File: src/rtl/bt656_embsync_decoder.sv
// bt656_embsync_decoder: decodes BT.656 embedded FF/00/00/XY timing codes into FV/LV/FIELD aligned with a 2-cycle delayed data bus.
module bt656_embsync_decoder #(
  parameter int DATA_W = 8,
  parameter int ACTIVE_PIX = 1280,
  parameter int MAX_LINES = 480,
  parameter int INTERLACED = 0,
  parameter int CNT_W = 12
) (
  input  logic              clock_in,
  input  logic              reset,
  input  logic [DATA_W-1:0] data_in,
  output logic [DATA_W-1:0] data_out,
  output logic              FV,
  output logic              LV,
  output logic              FIELD,
  output logic [CNT_W-1:0]  line_count,
  output logic              frame_start,
  output logic              sync_err,
  output logic              line_err
);
  localparam logic [CNT_W-1:0] LAST_PIX = CNT_W'(ACTIVE_PIX - 1);
  typedef enum logic [1:0] {IDLE, P1, P2, XY} state_t;
  state_t state, state_n;
  logic [7:0] c;
  logic [DATA_W-1:0] d1;
  logic [CNT_W-1:0] pix, lc_eff;
  logic [1:0] start_d;
  logic is_xy, code_ok, valid, bad, sav0, fv_drop, lv_drop, pass;
  assign c = data_in[DATA_W-1 -: 8];
  always_ff @(posedge clock_in)
    if (reset) state <= IDLE;
    else state <= state_n;
  always_comb
    state_n = (c == 8'hFF) ? P1 :
              (c == 8'h00 && state == P1) ? P2 :
              (c == 8'h00 && state == P2) ? XY : IDLE;
  // An FF in the XY slot restarts the preamble and is not treated as a code.
  always_comb begin
    is_xy = state == XY && c != 8'hFF;
    code_ok = c[7] && c[3:0] == {c[5] ^ c[4], c[6] ^ c[4], c[6] ^ c[5], c[6] ^ c[5] ^ c[4]};
    valid = is_xy && code_ok;
    bad = is_xy && !code_ok;
    sav0 = valid && !c[5] && !c[4];
    fv_drop = valid && c[5];
    lv_drop = valid && (c[5] || c[4]);
    lc_eff = FV ? line_count : '0;
    pass = sav0 && int'(lc_eff) < MAX_LINES;
  end
  // LV start is delayed two edges so pixel 0 reaches data_out together with LV.
  always_ff @(posedge clock_in)
    if (reset) begin
      d1 <= '0;
      data_out <= '0;
      FV <= 1'b0;
      LV <= 1'b0;
      FIELD <= 1'b0;
      line_count <= '0;
      frame_start <= 1'b0;
      sync_err <= 1'b0;
      line_err <= 1'b0;
      pix <= '0;
      start_d <= '0;
    end else begin
      d1 <= data_in;
      data_out <= d1;
      sync_err <= bad;
      line_err <= valid && LV;
      frame_start <= sav0 && !FV;
      start_d <= {start_d[0], pass};
      if (fv_drop) FV <= 1'b0;
      else if (sav0) FV <= 1'b1;
      if (INTERLACED != 0 && sav0 && !FV) FIELD <= c[6];
      if (sav0) line_count <= &lc_eff ? lc_eff : lc_eff + 1'b1;
      if (start_d[1]) begin
        LV <= 1'b1;
        pix <= '0;
      end else if (lv_drop || (LV && pix == LAST_PIX)) begin
        LV <= 1'b0;
        pix <= '0;
      end else if (LV) pix <= pix + 1'b1;
    end
endmodule
File: config.mk
export PLATFORM = sky130hd
export DESIGN_NAME = bt656_embsync_decoder
export DESIGN_NICKNAME = d
export VERILOG_FILES = /design/src/rtl/bt656_embsync_decoder.sv
export SDC_FILE = /design/constraint.sdc
export NUM_CORES = 1
export LEC_CHECK = 0
export ABC_AREA = 1
export BUFFER_PORTS_ARGS = -buffer_cell sky130_fd_sc_hd__buf_2
export CAP_MARGIN = 40
export CORE_ASPECT_RATIO = 1.5
export CORE_MARGIN = 2
export CORE_UTILIZATION = 56
export DETAILED_ROUTE_END_ITERATION = 7
export GPL_TIMING_DRIVEN = 0
export PLACE_DENSITY = 0.79
export SETUP_SLACK_MARGIN = 0.2
export SLEW_MARGIN = 20
export SYNTH_ARGS = -nofsm -noshare
export SYNTH_HDL_FRONTEND = slang
export SYNTH_SLANG_ARGS = --single-unit
File: constraint.sdc
create_clock -name clock_in -period 2.4 [get_ports clock_in]
set_input_delay 0.36 -clock clock_in [delete_from_list [all_inputs] [get_ports clock_in]]
set_output_delay 0.36 -clock clock_in [all_outputs]
set_load 0.02 [all_outputs]
==> impl_metrics.toml <==
[critical_path]
cp-start-kind = "flop"
rr_endpoint = "line_count[1]"
crit_cells = 11
rr_worst_depth = 11
path_buf_inv = 3
path_class = "flop to flop"
crit_path_max_incr_delay_ns = 0.36
cp-end-kind = "flop"
path_cells = "buf_4, nand2_1, inv_1, ha_1, nand2_1, nor2_4, nand3_2, buf_4, o21ai_2, nand2_2, a21oi_2"
cp.arrival_ns = 2.25
required_ns = 2.64
r2r_start = "FV"
crit_fanout = 10
cp_top_family = "simple AND/OR/NAND/NOR gates"
rrSetupSlack_ns = 0.39
slowest_stage = "dfxtp_1"

[finish]
finalNetCount = 383
final_cells = 416
synthToLayoutAreaGrowth_pct = 14.8
drive_gt1_frac = 0.238
antenna_cells = 0

[sta]
setup-violations-final = 0
slew_headroom = 0.521
slew_viol_final = 0
max_clock_freq_mhz = 497
hold_viol = 0
fin_setup_tns_ns = 0
finClkSkew_ns = 0.00693
fin_ws_ns = 0.388
fin_crit_sh = 0.838
whs_ns = 0.291
max_slew.worst_pin.slew_ns = 0.718
finalWorstPathRequiredPeriod_ns = 2.01
rsz0062_at_grt = "no"

[cts]
cts_root_buf = "clkbuf_8"
clock_latency_ns = 0.31
hold_buffers = 0
cts_htree_levels = 2
cts.sinks = 49
cts.clk_slew.worst_paths_ns = 0.09
post-cts-setup-buffers = 0
cts_tree = "yes"
max-clock-path-buffers = 2
cts_resized = 0
cts_buffers = 5

[pwr]
power_frac_clock = 0.401
seqPwrFrac = 0.541
netSwitchingFraction = 0.221
ir_drop_mv = 0.528
comb_power_share = 0.058
p_sw_mw = 0.338
power.density_mw_per_mm2 = 554
power.leakage_nw = 1.23
p_int_mw = 1.19

[floorplanning]
core_mm2 = 0.00417
fp.dieArea_mm2 = 0.00485
die_h_um = 84.3
rows = 29
dieWidth_um = 57.5
start_util = 0.576
top_level_ports = 36

[logic_synthesis]
syn-mean-instance-area_um2 = 7.31
synth_area_leaders = "dfxtp_1 41%, nand2_1 11%, nor2_1 7.5%"
synth_top_area_frac = 0.408
synth_top_family_by_area = "simple AND/OR/NAND/NOR gates"
synth_fa_ha_area_frac = 0.0208
synth_mux_area_frac = 0.00416
synthesis.area_mm2 = 0.00240
yosys_warnings = 0
ys_seq_area_frac = 0.408
synthSimpleGateAreaFrac = 0.354
synthXorXnorAreaFrac = 0.0473
synth_compound_area_frac = 0.0650
syn_nets = 343
ys_types = 30
syn_inst = 329
synth_top_cell_by_area = "dfxtp_1"
ys_ff_latch = 49

[run]
drv_cap = 0

[global_routing]
grt.total_usage = 0.211
antenna_found_initial = 0
grt_pass1_wl_um = 8150
overflow = 0
first_global_vias = 2032
grt_max_degree = 16

[detailed_routing]
vias_per_cell = 5.18
dr.pass1.iters = 4
vias = 2153
post_drt_wl_per_cell_um = 11.6
drc_errors = 0
drt_iter0_drc = 98
detail-route-antenna-nets = 0
wl_um = 4830

[placement]
place.gp.congestion = 0.935
place_inst = 408
post-dp-hpwl_um = 3620
dp_slack_ns = 0.264
io_buffers = 33

[status]
outcome = "finished, final reports clean"

[min_path]
hold_class = "primary input to flop"
min_path_cells = 3
hold_path_end = "d1[7]"
hp-start = "data_in[7]"
-- layout by cell type, fill, tap and decap left out --
master and count:
nand2_1 73, dfxtp_1 49, nor2_1 48, inv_1 38
buf_2 35, nand3_1 24, nand4_1 12, nand2_2 11
a21oi_2 11, xor2_1 8, inv_2 6, a21oi_1 6
clkbuf_8 6, xnor2_1 5, buf_4 4, clkbuf_1 4
ha_1 4, nor2_4 3, nor3_1 3, nor3_2 3
nand3_2 2, o21ai_0 2, nand3b_1 2, buf_6 1
mux2i_1 1, nand4_2 1, buf_8 1, or2_2 1
o21ai_2 1, nor4_1 1, o2111a_1 1, conb_1 1
bufinv_16 1, clkinvlp_4 1
-- tightest hold or removal path: cells and delay by family --
kind | cells | cell delay [ns]
buf+inv | 2 | 0.17
simple gates | 1 | 0.03
-- metal layers --
| metal | GRT usage | wire, µm | up-vias |
|---|---|---|---|
| li1 | - | - | 1108 |
| met1 | 0.204 | 1940 | 988 |
| met2 | 0.407 | 2580 | 46 |
| met3 | 0.0385 | 183 | 11 |
| met4 | 0.101 | 124 | 0 |
| met5 | 0 | 0 | - |
-- how the worst max path moves through the flow --
stage          from            end  slack (ns)
6_report         FV  line_count[1]        0.39
5_1_grt          FV  line_count[1]        0.22
4_1_cts          FV  line_count[1]        0.24
3_5_place_dp     FV  line_count[1]        0.26
3_3_place_gp     FV  line_count[1]        0.28
2_1_floorplan    FV  line_count[1]        0.39
-- area by class of cell --
| class | count | area (µm²) |
|---|---|---|
| well taps | 46 | 57.6 |
| clock buffers | 6 | 82.6 |
| flip-flops and latches | 49 | 981 |
| multi-input cells | 224 | 1190 |
| plain buffers | 12 | 81.3 |
| clock inverters | 2 | 37.5 |
| repair buffers | 33 | 165 |
| inverters | 44 | 165 |
| fillers | 370 | 1410 |
-- Yosys cell counts --
cell type,n
nand3b_1,2
nor4_1,1
conb_1,1
o21ai_2,1
dfxtp_1,49
clkbuf_1,4
a21oi_1,6
nor2_1,48
ha_1,4
buf_2,4
nand4_2,1
nand4_1,12
xor2_1,8
nor3_2,3
buf_8,1
or2_2,1
xnor2_1,5
nand2_2,11
inv_2,6
nand3_2,1
buf_4,3
mux2i_1,1
o2111a_1,1
o21ai_0,2
nor2_4,3
inv_1,38
nand2_1,73
a21oi_2,11
nor3_1,3
nand3_1,25
-- logic make-up after synthesis --
logic type               after synthesis
XOR/XNOR                              13
AND/OR/NAND/NOR                      184
buffers and inverters                 56
multiplexers                           1
flip-flops                            49
adder cells (fa/ha/maj)                4
AO/OA/AOI/OAI                         21
other                                  1
-- metrics by stage --
step | util | instance area, µm² | total power, mW
after CTS | 0.658 | 2750 | 1.53
after detailed placement | 0.630 | 2630 | 0.935
after floorplan | - | 2400 | 0.907
after global placement | 0.630 | 2630 | 0.933
final | 0.662 | 2760 | 1.53
after global routing | 0.662 | 2760 | 1.57
-- state kept, by name, indices dropped and copies added (netlist names) --
register and cells:
start_d 2, LV 1, line_count 12, FV 1
state 2, line_err 1, d1 8, data_out 8
frame_start 1, sync_err 1, pix 12
-- power by group through the flow --
stage,Clock (mW),Sequential (mW),Combinational (mW)
floorplan,0,0.853,0.0532
global placement,0,0.846,0.0869
detailed placement,0,0.847,0.0883
CTS,0.619,0.827,0.0889
global route,0.645,0.829,0.0989
finish,0.613,0.827,0.0885
No activity file was read; power rests on OpenSTA's default activity.
